==> src/rtl/multicycle_ctrl.sv <==
// Multi-cycle main control FSM for a MIPS-subset CPU: sequences fetch/decode/
// execute/memory/writeback and drives ALU op, operand selects and datapath enables.
module multicycle_ctrl #(
  parameter int OP_W = 6
) (
  input  logic            clk,
  input  logic            reset,
  input  logic [OP_W-1:0] opcode,
  input  logic [OP_W-1:0] funct,
  input  logic            zero,
  input  logic            overflow,
  output logic [3:0]      aluOp,
  output logic            aluSrcA,
  output logic [1:0]      aluSrcB,
  output logic            pcEn,
  output logic [1:0]      pcSrc,
  output logic            iorD,
  output logic            memWrite,
  output logic            irWrite,
  output logic            regDst,
  output logic            memToReg,
  output logic            regWrite,
  output logic            fault
);

  typedef enum logic [3:0] {
    FETCH  = 4'd0,  DECODE = 4'd1,  MEMADR = 4'd2,  MEMRD  = 4'd3,
    MEMWB  = 4'd4,  MEMWR  = 4'd5,  RTEXEC = 4'd6,  RTWB   = 4'd7,
    ADDIEX = 4'd8,  ORIEX  = 4'd9,  IMMWB  = 4'd10, BRANCH = 4'd11,
    JUMP   = 4'd12, FAULT  = 4'd13
  } state_e;

  typedef struct packed {
    logic [3:0] alu_op;
    logic       alu_src_a;
    logic [1:0] alu_src_b;
    logic       pc_en;
    logic [1:0] pc_src;
    logic       iord;
    logic       mem_write;
    logic       ir_write;
    logic       reg_dst;
    logic       mem_to_reg;
    logic       reg_write;
    logic       fault;
    logic       branch;
  } ctrl_t;

  localparam logic [OP_W-1:0] OPC_RT   = 6'b000000;
  localparam logic [OP_W-1:0] OPC_LW   = 6'b100011;
  localparam logic [OP_W-1:0] OPC_SW   = 6'b101011;
  localparam logic [OP_W-1:0] OPC_BEQ  = 6'b000100;
  localparam logic [OP_W-1:0] OPC_ADDI = 6'b001000;
  localparam logic [OP_W-1:0] OPC_ORI  = 6'b001101;
  localparam logic [OP_W-1:0] OPC_J    = 6'b000010;

  // Returns {legal, alu_op} for an R-type funct field.
  function automatic logic [4:0] funct_decode(input logic [OP_W-1:0] f);
    logic [4:0] d;
    case (f)
      6'b100000: d = {1'b1, 4'b0010};
      6'b100010: d = {1'b1, 4'b0110};
      6'b100100: d = {1'b1, 4'b0000};
      6'b100101: d = {1'b1, 4'b0001};
      6'b100111: d = {1'b1, 4'b1100};
      6'b101010: d = {1'b1, 4'b0111};
      default:   d = {1'b0, 4'b0010};
    endcase
    return d;
  endfunction

  // Moore output word for a state; rt_op supplies the decoded funct for RTEXEC.
  function automatic ctrl_t ctrl_of(input state_e st, input logic [3:0] rt_op);
    ctrl_t c;
    c = '0;
    c.alu_op = 4'b0010;
    case (st)
      FETCH:  begin c.ir_write = 1'b1; c.alu_src_b = 2'b01; c.pc_en = 1'b1; end
      DECODE: begin c.alu_src_b = 2'b11; end
      MEMADR: begin c.alu_src_a = 1'b1; c.alu_src_b = 2'b10; end
      MEMRD:  begin c.iord = 1'b1; end
      MEMWB:  begin c.mem_to_reg = 1'b1; c.reg_write = 1'b1; end
      MEMWR:  begin c.iord = 1'b1; c.mem_write = 1'b1; end
      RTEXEC: begin c.alu_src_a = 1'b1; c.alu_op = rt_op; end
      RTWB:   begin c.reg_dst = 1'b1; c.reg_write = 1'b1; end
      ADDIEX: begin c.alu_src_a = 1'b1; c.alu_src_b = 2'b10; end
      ORIEX:  begin c.alu_src_a = 1'b1; c.alu_src_b = 2'b10; c.alu_op = 4'b0001; end
      IMMWB:  begin c.reg_write = 1'b1; end
      BRANCH: begin c.alu_src_a = 1'b1; c.alu_op = 4'b0110; c.pc_src = 2'b01; c.branch = 1'b1; end
      JUMP:   begin c.pc_src = 2'b10; c.pc_en = 1'b1; end
      FAULT:  begin c.fault = 1'b1; end
      default: begin c.fault = 1'b1; end
    endcase
    return c;
  endfunction

  state_e     state_r;
  state_e     state_nxt_s;
  ctrl_t      ctrl_r;
  ctrl_t      ctrl_nxt_s;
  logic [4:0] funct_dec_s;
  logic       rt_arith_r;

  assign funct_dec_s = funct_decode(funct);

  // State, output and add/sub-flag registers; outputs are registered from the next state.
  always_ff @(posedge clk) begin
    if (reset) begin
      state_r    <= FETCH;
      ctrl_r     <= ctrl_of(FETCH, 4'b0010);
      rt_arith_r <= 1'b0;
    end else begin
      state_r <= state_nxt_s;
      ctrl_r  <= ctrl_nxt_s;
      if (state_r == DECODE) begin
        rt_arith_r <= (funct == 6'b100000) || (funct == 6'b100010);
      end else begin
        rt_arith_r <= rt_arith_r;
      end
    end
  end

  // Next-state logic.
  always_comb begin
    state_nxt_s = state_r;
    case (state_r)
      FETCH:  state_nxt_s = DECODE;
      DECODE: begin
        case (opcode)
          OPC_LW, OPC_SW: state_nxt_s = MEMADR;
          OPC_RT: begin
            if (funct_dec_s[4]) begin
              state_nxt_s = RTEXEC;
            end else begin
              state_nxt_s = FAULT;
            end
          end
          OPC_BEQ:  state_nxt_s = BRANCH;
          OPC_ADDI: state_nxt_s = ADDIEX;
          OPC_ORI:  state_nxt_s = ORIEX;
          OPC_J:    state_nxt_s = JUMP;
          default:  state_nxt_s = FAULT;
        endcase
      end
      MEMADR: begin
        if (opcode == OPC_LW) begin
          state_nxt_s = MEMRD;
        end else begin
          state_nxt_s = MEMWR;
        end
      end
      MEMRD:  state_nxt_s = MEMWB;
      MEMWB:  state_nxt_s = FETCH;
      MEMWR:  state_nxt_s = FETCH;
      // Overflow only traps for add/sub; for slt it is the carry-out.
      RTEXEC: begin
        if (overflow && rt_arith_r) begin
          state_nxt_s = FAULT;
        end else begin
          state_nxt_s = RTWB;
        end
      end
      RTWB:   state_nxt_s = FETCH;
      ADDIEX: begin
        if (overflow) begin
          state_nxt_s = FAULT;
        end else begin
          state_nxt_s = IMMWB;
        end
      end
      ORIEX:  state_nxt_s = IMMWB;
      IMMWB:  state_nxt_s = FETCH;
      BRANCH: state_nxt_s = FETCH;
      JUMP:   state_nxt_s = FETCH;
      FAULT:  state_nxt_s = FAULT;
      default: state_nxt_s = FAULT;
    endcase
  end

  // Output decode of the upcoming state.
  always_comb begin
    ctrl_nxt_s = ctrl_of(state_nxt_s, funct_dec_s[3:0]);
  end

  assign aluOp    = ctrl_r.alu_op;
  assign aluSrcA  = ctrl_r.alu_src_a;
  assign aluSrcB  = ctrl_r.alu_src_b;
  assign pcEn     = ctrl_r.pc_en | (ctrl_r.branch & zero);
  assign pcSrc    = ctrl_r.pc_src;
  assign iorD     = ctrl_r.iord;
  assign memWrite = ctrl_r.mem_write;
  assign irWrite  = ctrl_r.ir_write;
  assign regDst   = ctrl_r.reg_dst;
  assign memToReg = ctrl_r.mem_to_reg;
  assign regWrite = ctrl_r.reg_write;
  assign fault    = ctrl_r.fault;

endmodule

==> config.mk <==
export PLATFORM = sky130hd
export DESIGN_NAME = multicycle_ctrl
export DESIGN_NICKNAME = d
export VERILOG_FILES = /design/src/rtl/multicycle_ctrl.sv
export SDC_FILE = /design/constraint.sdc
export NUM_CORES = 1
export LEC_CHECK = 0
export CORE_ASPECT_RATIO = 1.2
export CORE_MARGIN = 4
export CORE_UTILIZATION = 47
export DETAILED_ROUTE_END_ITERATION = 12
export PLACE_DENSITY = 0.79
export SETUP_SLACK_MARGIN = 0.05
export SLEW_MARGIN = 25
export SYNTH_ARGS = -nofsm -noshare
export SYNTH_HDL_FRONTEND = slang
export SYNTH_SLANG_ARGS = --single-unit
==> constraint.sdc <==
create_clock -name clk -period 2.6 [get_ports clk]
set_input_delay 0.52 -clock clk [delete_from_list [all_inputs] [get_ports clk]]
set_output_delay 0.52 -clock clk [all_outputs]
set_load 0.005 [all_outputs]
==> results.md <==
* Die width at 54.61 µm
* Yosys Warn Count at 0
* Htree depth at 1
* FFs w/ async S/R, synth at 0%
* Placed inst area at 1718 µm²
* Tightest Pin Transition at about 0.37 ns
* Max-slew violation count at 0
* Tcrit/Tclk final at 94.30%
* Clk_lat worst skew at 0.31 ns
* Crit path DAT at approximately 2.7 ns
* Full die area at between 3000 and 4000 µm²
* Synth Area in Adders at 0.8172%
* Initial antenna violation count at 0
* Hold Crit Class: reg -> reg
* Root buf cell: clkbuf_4
* Worst-path clk slew at between 0.1 and 0.15 ns
* First-pass GRT wire length at 4830 µm
* Simple logic cell fraction of the synthesized area at around 30%
* Via density at 5.235
* DR pass1 iterations at 4
* Critical Path RT at approximately 2.9 ns
* Startpoint types: primary input
* Worst Skew at between 0.006 and 0.007 ns
* RSZ-0062 raised after global routing: true
* Post-Route WL at 2867 µm
* P_leak at 0.7134 nW
* Syn nets at ~160
* Total CTS buffers at 3
* Dpl hpwl at about 2300 µm
* FF+latch count, synth at 22
* Multiplexer share of the synthesized area at under 10%
* RD Place Congestion at 0.8779
* Fraction of layout cells with a size suffix above 1 at a little over a fifth
* Buffers on Ports at 32
* Placed insts at roughly 230
* Area share of xor/xnor cells in the synthesized design at 1.430%
* Ports at 33
* Synth Flop Type: dfxtp_1
* Max Cap Violations at 0
* Detailed-route DRC error count at 0
* Critical Setup Path Class: in -> reg
* GRT Util Overall at 18.35%
* Vias at between 1,000 and 1,500
* Clock Sinks at 22
* Pin count of the biggest net entering global routing at 13
* Synth unique cells at 50
* Mean post-synth cell area at 8.448 µm²
* Max_slew headroom at 74.82%
* Status: finished clean
* Sequential share of the synthesized area at 35.96%
* CTS tree: built
* Cell area after synthesis at 1225 µm²
* Power Total at 0.001721 W
* CTS max path bufs at 2
* Routed Antenna Nets at 0
* Pwr Density at around 970 nW/µm²
* Overflow after GRT at 0
* Final core area utilization at between 70 and 80%
* Crit end category: flop
* Tmin final at around 2.5 ns
* Maximum resistive drop on vdd at ~0.00048 V
* Number of setup violations in the final report at 0
* Largest family of logic cells by synthesized area: simple AND/OR/NAND/NOR gates
* Core area at around 2500 µm²
* # rows at 20
* Initial Utilization at around half
* Vias in the first global route at around 1,200
* CP max FO at 8
* DRT iter0 DRCs at 32
* CTS Hold Bufs at 0
* Diode count at 0
* Compound-Gate Fraction of Synth Area at around a fifth
* Die Y at about 64 µm
* Gate Count Post-Synth at about 150
* Final non-filler cell total at 230
* EDFF count, synth at 0
* Area growth syn-to-layout at 45.15%
* Final Instance Area at around 1800 µm²
* Nets at between 200 and 250
* Routed wire length per instance at about 12 µm
* FMAX at slightly above 0.4 GHz
* Final Hold Viols at 0
-- placed cells by master (no fill, tap or decap), types with 3 or more instances in the layout --
master,synthesis,final
inv_1,5,5
nand2_1,10,10
a21oi_1,6,6
nand3b_1,3,3
nor2_1,14,14
dfxtp_1,22,22
nand2b_1,3,3
nand3_1,9,9
o21ai_0,9,8
clkdlybuf4s50_1,0,32
clkbuf_4,0,3
buf_4,8,29
nor3_1,3,3
-- logic make-up after synthesis --
group	Yosys count
simple gates	64
compound gates	34
flops	22
buf+inv	19
mux	3
xor+xnor	2
fa+ha+maj	1
-- synth_stat cells, types with 3 or more instances --
master | n | share of area, %
buf_2 | 3 | 1.2
o21ai_0 | 9 | 3.7
inv_1 | 5 | 1.5
nand2b_1 | 3 | 1.5
dfxtp_1 | 22 | 36
nand3_1 | 9 | 3.7
nor3_1 | 3 | 1.2
nor2_1 | 14 | 4.3
a21oi_1 | 6 | 2.5
nand2_1 | 10 | 3.1
buf_4 | 8 | 4.9
nand3b_1 | 3 | 1.8
-- power breakdown --
group	switching, W	internal (W)	leakage, nW
sequential	0.0000788	0.000435	0.180
combinational	0.000468	0.000556	0.512
clock	0.0000979	0.0000856	0.0210
-- state kept, by name (all words and copies together), names as in the netlist, 2 cells and up --
name	count
aluOp	4
pcSrc	2
state_r	4
aluSrcB	2
-- routing by layer --
metal | part of all wire [%] | up-vias | global-route usage [%]
met1 | 41 | 534 | 21.33
met2 | 52 | 32 | 31.07
met5 | 0 | - | 0
met3 | 3.7 | 9 | 2.098
li1 | - | 629 | -
met4 | 3.2 | 0 | 9.969
-- final cells by class --
class	instances	area, µm²
Clock buffer	4	36.28
Fill cell	207	749.5
Inverter	5	18.77
Multi-Input combinational cell	104	691.9
Sequential cell	22	440.4
Tap cell	33	41.29
Timing Repair Buffer	62	549.3
-- metrics by stage --
stage          hold WS, ns  setup WS, ns  setup TNS [ns]
2_1_floorplan       0.4452        0.2790               0
3_3_place_gp        0.4668       -0.1537          -1.549
3_5_place_dp        0.4719       -0.3132          -3.712
4_1_cts             0.4877       0.06877               0
5_1_grt             0.5281       0.03115               0
6_report            0.4871        0.1482               0
-- worst paths after layout --
kind                             endpoint               startpoint  depth (start not counted)  slack [ns]
setup / recovery      aluOp[0]$_SDFF_PP0_                opcode[1]                         10        0.15
hold / removal    rt_arith_r$_SDFFE_PP0P_  rt_arith_r$_SDFFE_PP0P_                          2        0.49
setup reg to reg      aluOp[1]$_SDFF_PP1_    state_r[1]$_SDFF_PP0_                          8        0.44
hold reg to reg   rt_arith_r$_SDFFE_PP0P_  rt_arith_r$_SDFFE_PP0P_                          2        0.49
-- critical path, stage by stage --
cell and delay (ns):
clkdlybuf4s50_1 0.47, buf_4 0.17, nor4bb_2 0.30, o21ai_1 0.12
o31a_1 0.14, o41ai_4 0.36, buf_6 0.17, nand2_4 0.05
nor4b_2 0.26, o21a_1 0.15
-- timing repair --
| action | 4_1_cts | 5_1_grt |
|---|---|---|
| buffers inserted | 1 | 0 |
| pin swaps | 1 | 1 |
| resized for setup | 0 | 5 |
| endpoints found under the setup margin | 4 | 8 |
Note: power is estimated with default switching activity, not from simulation.
